### src/rtl/magnetron_pkg.sv
// Shared types and constants for the magnetron controller: state encoding,
// default power width and the PWM period helper.
package magnetron_pkg;

    typedef enum logic [1:0] {
        ST_IDLE  = 2'b00,
        ST_COOK  = 2'b01,
        ST_PAUSE = 2'b10,
        ST_DONE  = 2'b11
    } state_t;

    localparam int PWR_W_DEFAULT = 4;
    localparam int SYNC_STAGES   = 2;

    // Control inputs that go through the optional synchroniser, in bit order
    // {timer_done, clearn, stopn, startn}, with their inactive levels.
    localparam int          SYNC_BITS = 4;
    localparam logic [3:0]  SYNC_IDLE = 4'b0111;

    function automatic int pwm_period(input int width);
        return (1 << width) - 1;
    endfunction

endpackage

### src/rtl/magnetron_pwm.sv
// Free-running duty-cycle generator: counts 0..P-1 while run is high,
// output is high while the count is below duty.
module magnetron_pwm
    import magnetron_pkg::*;
#(
    parameter int PWR_W = PWR_W_DEFAULT
) (
    input  logic             clk,
    input  logic             resetn,
    input  logic             run,
    input  logic             clear,
    input  logic [PWR_W-1:0] duty,
    output logic             pwm
);

    localparam logic [PWR_W-1:0] CNT_LAST = PWR_W'(pwm_period(PWR_W) - 1);

    logic [PWR_W-1:0] cnt_reg;

    always_ff @(posedge clk or negedge resetn) begin
        if (!resetn) begin
            cnt_reg <= '0;
        end else if (clear) begin
            cnt_reg <= '0;
        end else if (run) begin
            cnt_reg <= (cnt_reg == CNT_LAST) ? '0 : cnt_reg + 1'b1;
        end
    end

    // duty == P is always above the largest count, giving continuous on-time.
    assign pwm = (cnt_reg < duty);

endmodule

### src/rtl/magnetron_ctrl.sv
// Microwave magnetron controller: IDLE/COOK/PAUSE/DONE state machine plus
// PWM power control. Define MAGNETRON_SYNC_EN to synchronise the button/timer inputs.
module magnetron_ctrl
    import magnetron_pkg::*;
#(
    parameter int PWR_W = PWR_W_DEFAULT
) (
    input  logic             clk,
    input  logic             resetn,
    input  logic             startn,
    input  logic             stopn,
    input  logic             clearn,
    input  logic             door_closed,
    input  logic             timer_done,
    input  logic [PWR_W-1:0] power_level,
    output logic             mag_on,
    output logic [1:0]       state,
    output logic             done
);

    state_t           state_reg;
    logic [PWR_W-1:0] pwr_q;
    logic             done_reg;

    logic             s_startn;
    logic             s_stopn;
    logic             s_clearn;
    logic             s_timer_done;
    logic [SYNC_BITS-1:0] raw_in;
    logic [SYNC_BITS-1:0] sync_bits;

    logic             start_ok;
    logic             cook_hold;
    logic             pwm;

    assign raw_in = {timer_done, clearn, stopn, startn};

`ifdef MAGNETRON_SYNC_EN
    genvar gi;
    generate
        for (gi = 0; gi < SYNC_BITS; gi++) begin : g_sync
            logic meta_reg;
            logic out_reg;

            always_ff @(posedge clk or negedge resetn) begin
                if (!resetn) begin
                    meta_reg <= SYNC_IDLE[gi];
                    out_reg  <= SYNC_IDLE[gi];
                end else begin
                    meta_reg <= raw_in[gi];
                    out_reg  <= meta_reg;
                end
            end

            assign sync_bits[gi] = out_reg;
        end
    endgenerate
`else
    assign sync_bits = raw_in;
`endif

    assign s_startn     = sync_bits[0];
    assign s_stopn      = sync_bits[1];
    assign s_clearn     = sync_bits[2];
    assign s_timer_done = sync_bits[3];

    assign start_ok = !s_startn && s_stopn && s_clearn && door_closed &&
                      !s_timer_done && (power_level != '0);

    // The counter only advances in cycles that stay in COOK, so a pause
    // resumes at exactly the count where it was interrupted.
    assign cook_hold = (state_reg == ST_COOK) && s_clearn && !s_timer_done &&
                       s_stopn && door_closed;

    always_ff @(posedge clk or negedge resetn) begin
        if (!resetn) begin
            state_reg <= ST_IDLE;
            pwr_q     <= '0;
            done_reg  <= 1'b0;
        end else begin
            done_reg <= 1'b0;
            case (state_reg)
                ST_IDLE: begin
                    if (start_ok) begin
                        state_reg <= ST_COOK;
                        pwr_q     <= power_level;
                    end
                end
                ST_COOK: begin
                    if (!s_clearn) begin
                        state_reg <= ST_IDLE;
                    end else if (s_timer_done) begin
                        state_reg <= ST_DONE;
                        done_reg  <= 1'b1;
                    end else if (!s_stopn || !door_closed) begin
                        state_reg <= ST_PAUSE;
                    end
                end
                ST_PAUSE: begin
                    if (!s_clearn) begin
                        state_reg <= ST_IDLE;
                    end else if (s_timer_done) begin
                        state_reg <= ST_DONE;
                        done_reg  <= 1'b1;
                    end else if (!s_startn && s_stopn && door_closed) begin
                        state_reg <= ST_COOK;
                    end
                end
                ST_DONE: begin
                    if (!s_clearn || !door_closed) begin
                        state_reg <= ST_IDLE;
                    end
                end
                default: state_reg <= ST_IDLE;
            endcase
        end
    end

    magnetron_pwm #(
        .PWR_W (PWR_W)
    ) u_pwm (
        .clk    (clk),
        .resetn (resetn),
        .run    (cook_hold),
        .clear  (state_reg == ST_IDLE),
        .duty   (pwr_q),
        .pwm    (pwm)
    );

    // Door gating is deliberately combinational so opening the door kills
    // the magnetron without waiting for a clock edge.
    assign mag_on = (state_reg == ST_COOK) && door_closed && pwm;
    assign state  = state_reg;
    assign done   = done_reg;

endmodule

### config.mk
export PLATFORM = sky130hd
export DESIGN_NAME = magnetron_ctrl
export DESIGN_NICKNAME = d
export VERILOG_FILES = /design/src/rtl/magnetron_pkg.sv /design/src/rtl/magnetron_pwm.sv /design/src/rtl/magnetron_ctrl.sv
export SDC_FILE = /design/constraint.sdc
export NUM_CORES = 1
export LEC_CHECK = 0
export ABC_AREA = 1
export ABC_CLOCK_PERIOD_IN_PS = 1900
export BUFFER_PORTS_ARGS = -buffer_cell sky130_fd_sc_hd__buf_2
export CAP_MARGIN = 20
export CORE_AREA = 2 2 50 52
export DETAILED_ROUTE_END_ITERATION = 8
export DIE_AREA = 0 0 52 54
export PLACE_DENSITY_LB_ADDON = 0.08
export RECOVER_POWER = 50
export SYNTH_ARGS = -nofsm -noshare
export SYNTH_HDL_FRONTEND = slang
export SYNTH_SLANG_ARGS = --single-unit
### constraint.sdc
create_clock -name clk -period 1.9 [get_ports clk]
set_clock_uncertainty 0.2 [all_clocks]
set_input_delay 0.38 -clock clk [delete_from_list [all_inputs] [get_ports clk]]
set_output_delay 0.38 -clock clk [all_outputs]
set_load 0.1 [all_outputs]
==> flow_metrics.env <==
export IMPL_status="complete, but fails checks"
export IMPL_failed_checks="negative setup slack"
export IMPL_critPathArrivalTime_ns=1.49
export IMPL_clkSinkCount=11
export IMPL_coreArea_mm2=0.00232
export IMPL_setup_ws_ns=-0.169
export IMPL_finalNonFillerCells=154
export IMPL_clockPowerShare_pct=10.6
export IMPL_cts_buffers=3
export IMPL_clk_latency_ns=0.27
export IMPL_grt_overflow_total=0
export IMPL_cp_startpoint="pwr_q[1]"
export IMPL_seq_area_frac_synth_pct=36.4
export IMPL_worst_ep_required_time_ns=1.32
export IMPL_fin_setup_tns_ns=-0.169
export IMPL_die_w_um=52
export IMPL_drtIter0Drc=17
export IMPL_power_leakage_nw=0.506
export IMPL_slew_limit_headroom_pct=56.3
export IMPL_place_area_um2=917
export IMPL_max_freq_mhz=483
export IMPL_cts_htree_levels=1
export IMPL_rr_worst_depth=7
export IMPL_fp_dieArea_mm2=0.00281
export IMPL_power_frac_seq_pct=26.9
export IMPL_cts_tree="done"
export IMPL_cts_root_buf="clkbuf_4"
export IMPL_syn_area_um2=757
export IMPL_area_growth_pct=33.2
export IMPL_path_max_fanout=2
export IMPL_drc=0
export IMPL_ys_warn_count=0
export IMPL_synth_area_leader_cell="dfrtp_1"
export IMPL_io_buffers=14
export IMPL_antenna_cells=0
export IMPL_final_nets=143
export IMPL_ys_types=16
export IMPL_combPwrFrac_pct=62.6
export IMPL_chipHeight_um=54
export IMPL_tightest_slew_ns=0.656
export IMPL_drive_above_1_share_pct=33.1
export IMPL_fillers=255
export IMPL_setup_violations=1
export IMPL_period_share_pct=109
export IMPL_cts_buffer_depth=2
export IMPL_ir_worst_vdd_uv=619
export IMPL_clk_pin_slew_ns=0.08
export IMPL_synth_fp_nets=120
export IMPL_startpoint_type="flop"
export IMPL_wire_per_inst_um=10.9
export IMPL_endpoint_kind="primary output"
export IMPL_routed_wl_um=1680
export IMPL_dp_cells=147
export IMPL_min_path_type="input pin to flop"
export IMPL_switching_share_pct=52.7
export IMPL_grt_pass1_vias=675
export IMPL_ant_nets=0
export IMPL_io_pins=15
export IMPL_r2r_start="state[1]"
export IMPL_finish_instance_area_mm2=0.00101
export IMPL_antenna_found_initial=0
export IMPL_gp_congestion=0.829
export IMPL_rsz0062_at_grt="yes"
export IMPL_r2r_end="u_pwm.cnt_reg[1]"
export IMPL_switchingPower_w=0.000828
export IMPL_grt_use_total_pct=13.5
export IMPL_num_vias=716
export IMPL_start_util_pct=32.6
export IMPL_reg2reg_setup_slack_ns=0.25
export IMPL_synthCells=102
export IMPL_avgViaCountPerCell=4.65
export IMPL_maxCapViolCount=0
export IMPL_path_class="flop to primary output"
export IMPL_fin_crit_ns=2.07
export IMPL_ys_seq_elements=11
export IMPL_internal_power_w=0.000744
export IMPL_hold_violations=0
export IMPL_synth_top_area_share_pct=36.4
export IMPL_utilization_pct=43.5
export IMPL_grt_max_degree=12
export IMPL_grt_pass1_wl_um=2740
export IMPL_synth_area_per_cell_um2=7.42
export IMPL_p_per_area_mw_per_mm2=1560
export IMPL_dp_hpwl_um=1260
export IMPL_num_rows=18
export IMPL_slew_viol_final=0
export IMPL_netlist_top_cells_area="dfrtp_1, nand2_1, ha_1"
export IMPL_firstDrtPassIters=4
export IMPL_power_w=0.00157
export IMPL_crit_end="mag_on"
## final cells by class
cell class / instances / area, um2 / share of cell area [%]
multi-input combinational: 74 / 480 / 47.6
sequential: 11 / 283 / 28.0
timing repair buffer: 18 / 116 / 11.5
inverter: 17 / 63.8 / 6.33
tap: 30 / 37.5 / 3.72
clock buffer: 3 / 22.5 / 2.23
clock inverter: 1 / 5.00 / 0.496
## kinds of logic (layout without fill, tap and decap cells)
group,Yosys count,in the layout,share of synthesized area [%]
buffers and inverters,17,39,8.43
flip-flops,11,11,36.4
adder cells (fa/ha/maj),7,7,11.6
AO/OA/AOI/OAI,11,11,7.27
AND/OR/NAND/NOR,56,56,36.4
## per-layer routing
layer | track usage (%) | share of wire [%] | up-vias
li1 | - | - | 370
met1 | 17.3 | 47 | 327
met2 | 20.9 | 47 | 17
met3 | 3.89 | 4.9 | 2
met4 | 6.14 | 1.1 | 0
met5 | 0 | 0 | -
## repair_timing
item                       4_1_cts  5_1_grt
hold endpoints to repair        11        0
hold buffers                     1        0
setup buffers                    2        0
pin swaps                        1        2
resized for setup                2        6
setup endpoints to repair        1        1
## through the flow
stage	hold WS, ns	setup slack (ns)
6_report	0.125	-0.169
3_5_place_dp	0.0711	0.0893
3_3_place_gp	0.0771	0.101
4_1_cts	0.115	-0.178
5_1_grt	0.136	-0.249
2_1_floorplan	-0.116	-0.0943
## power groups by stage
stage | combinational, W | clock, W | sequential [W]
after floorplan | 0.000507 | 0 | 0.000593
after detailed placement | 0.000894 | 0 | 0.000417
final | 0.000984 | 0.000166 | 0.000422
after CTS | 0.000924 | 0.000181 | 0.000411
after global placement | 0.000892 | 0 | 0.000416
after global routing | 0.00110 | 0.000187 | 0.000438
## Yosys cell counts
library cell and instances:
inv_2 1, a21oi_1 4, nand2_1 30, nand3_4 1, nand3_1 12, nor2_4 2, nor3_1 1, inv_1 16
o21ai_0 7, nand2_4 1, and3_2 1, nand4_1 1, nand3_2 1, ha_1 7, nor2_1 6, dfrtp_1 11
## worst min-delay path by stage
stage	to	depth (start not counted)	startpoint	slack, ns
after floorplan	done	0	resetn	-0.12
after global placement	pwr_q[2]	1	resetn	0.08
after detailed placement	pwr_q[2]	1	resetn	0.07
after CTS	pwr_q[0]	3	power_level[0]	0.12
after global routing	pwr_q[0]	3	power_level[0]	0.14
final	pwr_q[0]	3	power_level[0]	0.13
## worst max-delay path, cell delays in order, from the launching register on
cell and delay [ns]:
dfrtp_1 0.38, inv_2 0.08, ha_4 0.20, o21ai_2 0.05, nand2_1 0.08, nand3_2 0.07, nand2_2 0.06, nor2_4 0.12
buf_12 0.18
## placed cells by master, fill, tap and decap left out
| master | n |
|---|---|
| a21oi_2 | 1 |
| nand3_4 | 1 |
| dfrtp_4 | 2 |
| ha_1 | 4 |
| buf_12 | 1 |
| nor2_4 | 3 |
| nand4_1 | 1 |
| nand2_1 | 28 |
| clkinv_2 | 1 |
| buf_2 | 12 |
| nand3_1 | 11 |
| inv_2 | 4 |
| inv_1 | 13 |
| nor3_1 | 1 |
| dlygate4sd3_1 | 1 |
| a21oi_1 | 3 |
| ha_4 | 3 |
| nor2_1 | 5 |
| clkbuf_1 | 1 |
| clkbuf_4 | 3 |
| nand3_2 | 2 |
| o21ai_2 | 1 |
| buf_4 | 3 |
| o21ai_0 | 6 |
| dfrtp_1 | 9 |
| and3_2 | 1 |
| nand2_4 | 1 |
| nand2_2 | 2 |
(Power assumes the default switching activity.)
